<file path="config.mk">
export PLATFORM = sky130hd
export DESIGN_NAME = cond_unit
export DESIGN_NICKNAME = d
export VERILOG_FILES = /design/src/rtl/cond_unit.sv
export SDC_FILE = /design/constraint.sdc
export NUM_CORES = 1
export LEC_CHECK = 0
export ABC_AREA = 1
export ABC_CLOCK_PERIOD_IN_PS = 2000
export BUFFER_PORTS_ARGS = -buffer_cell sky130_fd_sc_hd__buf_2
export CORE_AREA = 2 2 50 52
export CTS_BUF_LIST = sky130_fd_sc_hd__clkbuf_4 sky130_fd_sc_hd__clkbuf_8
export DETAILED_ROUTE_END_ITERATION = 16
export DIE_AREA = 0 0 52 54
export PLACE_DENSITY = 0.74
export SLEW_MARGIN = 20
export SYNTH_ARGS = -nofsm -noshare
export SYNTH_HDL_FRONTEND = slang
export SYNTH_SLANG_ARGS = --single-unit
</file>
<file path="constraint.sdc">
create_clock -name clk -period 2 [get_ports clk]
set_input_delay 0.3 -clock clk [delete_from_list [all_inputs] [get_ports clk]]
set_output_delay 0.3 -clock clk [all_outputs]
set_load 0.01 [all_outputs]
</file>
<file path="src/rtl/cond_unit.sv">
// Condition-evaluation stage: stores the NZCV flags, qualifies write/branch
// requests against the instruction condition code and counts skipped instructions.
module cond_unit #(
  parameter int CNT_W = 8
) (
  input  logic             clk,
  input  logic             reset,
  input  logic             valid,
  input  logic             flush,
  input  logic [3:0]       cond,
  input  logic             flag_we,
  input  logic             Neg,
  input  logic             Z,
  input  logic             C,
  input  logic             V,
  input  logic             reg_write_req,
  input  logic             mem_write_req,
  input  logic             branch_req,
  output logic             reg_write_en,
  output logic             mem_write_en,
  output logic             pc_src,
  output logic             exec_valid,
  output logic [3:0]       nzcv,
  output logic [CNT_W-1:0] skipped_count
);

  localparam logic [CNT_W-1:0] CNT_MAX = '1;

  logic n_f, z_f, c_f, v_f;
  logic pass;
  logic issued;
  logic executed;
  logic skipped;

  assign n_f = nzcv[3];
  assign z_f = nzcv[2];
  assign c_f = nzcv[1];
  assign v_f = nzcv[0];

  // Conditions look only at the stored flags, never at this cycle's ALU flags.
  always_comb begin
    // NOTE: default assignment first so no path through the case can infer a latch.
    pass = 1'b0;
    case (cond)
      4'b0000: pass = z_f;
      4'b0001: pass = !z_f;
      4'b0010: pass = c_f;
      4'b0011: pass = !c_f;
      4'b0100: pass = n_f;
      4'b0101: pass = !n_f;
      4'b0110: pass = v_f;
      4'b0111: pass = !v_f;
      4'b1000: pass = c_f && !z_f;
      4'b1001: pass = !c_f || z_f;
      4'b1010: pass = (n_f == v_f);
      4'b1011: pass = (n_f != v_f);
      4'b1100: pass = !z_f && (n_f == v_f);
      4'b1101: pass = z_f || (n_f != v_f);
      default: pass = 1'b1;
    endcase
  end

  assign issued   = valid && !flush;
  assign executed = issued && pass;
  assign skipped  = issued && !pass;

  always_ff @(posedge clk) begin
    if (reset) begin
      // NOTE: all state updates use non-blocking assignments so every register
      // samples pre-edge values, independent of statement order.
      nzcv          <= 4'b0000;
      skipped_count <= '0;
      reg_write_en  <= 1'b0;
      mem_write_en  <= 1'b0;
      pc_src        <= 1'b0;
      exec_valid    <= 1'b0;
    end else begin
      reg_write_en <= executed && reg_write_req;
      mem_write_en <= executed && mem_write_req;
      pc_src       <= executed && branch_req;
      exec_valid   <= executed;

      if (executed && flag_we) begin
        nzcv <= {Neg, Z, C, V};
      end

      // Counter saturates rather than wrapping.
      if (skipped && (skipped_count != CNT_MAX)) begin
        skipped_count <= skipped_count + 1'b1;
      end
    end
  end

endmodule

</file>
==> run metrics <==
outcome=finished clean; synthesized-area fraction occupied by adder cells=under 10%; TritonCTS Buffers=3; xor/xnor share of the synthesized area=1.64%; Post-Syn Nets=200; f_max=578 MHz; slew margin rel.=74.6%; max_cap viols=0; power density cells=approximately 550 nW/um^2; Finished Core Util=between 50% and 60%; mux contribution to synthesized area=0%; PostCTS Resize Cnt=0; number of filler cells placed in the layout=266; first-pass GRT wire length=3.59 mm; Synth Warn #=0; fin crit share=86.6%; I/O Buffers=31; static leakage=0.000757 uW; Worst Setup Path Type=reg -> reg; Routed Antenna Nets=0; drt first pass iters=4; area leader, netlist=dfxtp_1; Die ar.=2810 sq um; Placed Area=1260 sq um; post-place setup slack=between 200 and 300 ps; register bit total from synthesis=16; crit path time final=1730 ps; WL final=2.24 mm; Hold Fails Final Rpt=0; layout cells sized above 1=between 20% and 30%; Total GRT Usage=17.0%; chip width=52 microns; CTS tree=done; hold_buf cts=0; Clock Skew=1.32 ps; H-Tree Depth=1; Slew Limit Fails=0; Post-Layout Inst Area=1290 sq um; routability cong.=about 0.89; Crit path top cell by count=nand2_1; Peak VDD IR=~0.26 mV; largest net degree at the start of global routing=13; row count=18; Final nets=235; top-area cell type share of the netlist area=29.9%; WHS=around 220 ps; slowest stage delay, CP=410 ps; DRT iter0 DRCs=8; post-detailed-route DRC marker count=0; gr ovfl total=0; Die Ht=54 microns; buffers plus inverters on the worst setup path=1; Worst EP arrival=1920 ps; Synth area leaders=dfxtp_1, nand2_1, inv_1; met2 Track Usage GR=30.2%; GR Util met1=about a fifth; wire per inst=9.06 microns; crit path max-delay cell type=dfxtp_1; mapped cell area=1070 sq um; HP Class=in -> reg; Worst setup EP type=flip-flop; CP startpoint=skipped_count[0]; Layout area overhead=21.1%; Worst-Margin Slew=between 300 and 400 ps; met3 Track Usage GR=3.33%; worst-path cell chain=ha_1 > nand2_1 > nor3_1 > nand3_2 > nand3_1 > nand2_1 > inv_1 > nor2_1; vias in the first global route=908; unrepaired setup endpoints after global routing=false; clock latency on the worst-skew pair=280 ps; CP top delay family=simple AND/OR/NAND/NOR gates; DP HPWL=roughly 1.8 mm; clk root buf=clkbuf_4; main combinational cell family by area after synthesis=simple AND/OR/NAND/NOR gates; initial core utilization=46.1%; Post-Synth Simple-Gate Area=49.0%; global routing's busiest layer=met2; syn avg cell area=5.85 sq um; post-synthesis cell count=183; setup bufs post-CTS=0; critical path peak fanout=6; Clock transition at path regs=90 ps; register area share after synthesis=29.9%; hold_sp=reg_write_req; Synth Area in Compound Gates=under 10%; Via-to-Cell Ratio=4.57; clock tree buffer depth=2; Critical Path RT=2190 ps; Worst setup SP type=flip-flop; TNS Setup=0 ps; Diodes inserted=0; core region area=2320 sq um; via count=1129; initial antenna violation count=0; count of cell types in the netlist=19; launching point of the worst reg2reg path=skipped_count[0]; final number of setup-violating endpoints=0; Top Ports=32; setup slack, reg-to-reg=270 ps; CTS sink cnt=16; min setup slack post-route=between 200 and 300 ps
-- cells by family (layout without fill, tap and decap cells) --
group	count (synthesis)	in the layout
AND/OR/NAND/NOR	116	116
flip-flops	16	16
adder cells (fa/ha/maj)	1	1
XOR/XNOR	2	2
buffers and inverters	45	79
AO/OA/AOI/OAI	3	3
-- metal layers --
layer / wire [microns] / share of wire, %
met1: 1020 / 46
met2: 1120 / 50
met3: 74 / 3.3
met4: 27 / 1.2
met5: 0 / 0
-- cell usage in the layout, fill, tap and decap left out, drive strengths merged, types with 3 or more instances in the layout --
cell type	Yosys	layout
clkbuf	2	4
dfxtp	16	16
nand4	10	10
inv	41	41
nor2	33	33
nand3	20	20
a21oi	3	3
buf	1	33
nand2	52	52
-- metrics by stage --
step	total power, uW	cells
detailed placement	506	243
global route	759	247
finish	709	247
CTS	723	247
floorplan	456	183
global placement	503	243
-- sequential cells by signal (all words and copies together), names as in the netlist --
signal,flops
pc_src,1
exec_valid,1
mem_write_en,1
skipped_count,8
nzcv,4
reg_write_en,1
-- worst register-to-register path, cell delays in order, from the launching register on --
cell     delay [ps]
dfxtp_1         410
ha_1            250
nand2_1          70
nor3_1          330
nand3_2         190
nand3_1         230
nand2_1          80
inv_1            60
nor2_1           40
-- power by group --
part	internal [uW]	switching, uW	total (uW)	leakage (uW)
Combinational	60.9	95.2	156	0.000606
Clock	111	101	211	0.0000210
Sequential	330	11.0	341	0.000130
-- cells in the mapped netlist --
cell and n:
nand2_1 48, inv_1 40, nor2_1 30, dfxtp_1 16, nand3_1 16, nand4_1 10
nand2_2 4, nand3_2 4, nor2_2 3, a21oi_1 2, clkbuf_1 2, a21oi_2 1
buf_6 1, clkinv_1 1, ha_1 1, inv_2 1, nor3_1 1, xnor2_1 1
xor2_1 1
-- area by class of cell --
cell class | count | area, sq um | share of cell area, %
sequential | 16 | 320 | 24.7
clock buffer | 4 | 36.3 | 2.80
timing repair buffer | 33 | 170 | 13.1
inverter | 42 | 158 | 12.2
tap | 30 | 37.5 | 2.90
multi-input combinational | 122 | 573 | 44.3
-- final timing paths --
kind                                          to  cells after the start
worst max-delay path            skipped_count[1]                      8
worst min-delay path                reg_write_en                      3
worst max register to register  skipped_count[1]                      8
worst min register to register  skipped_count[4]                      4
Power figures use the tool's default switching activity.
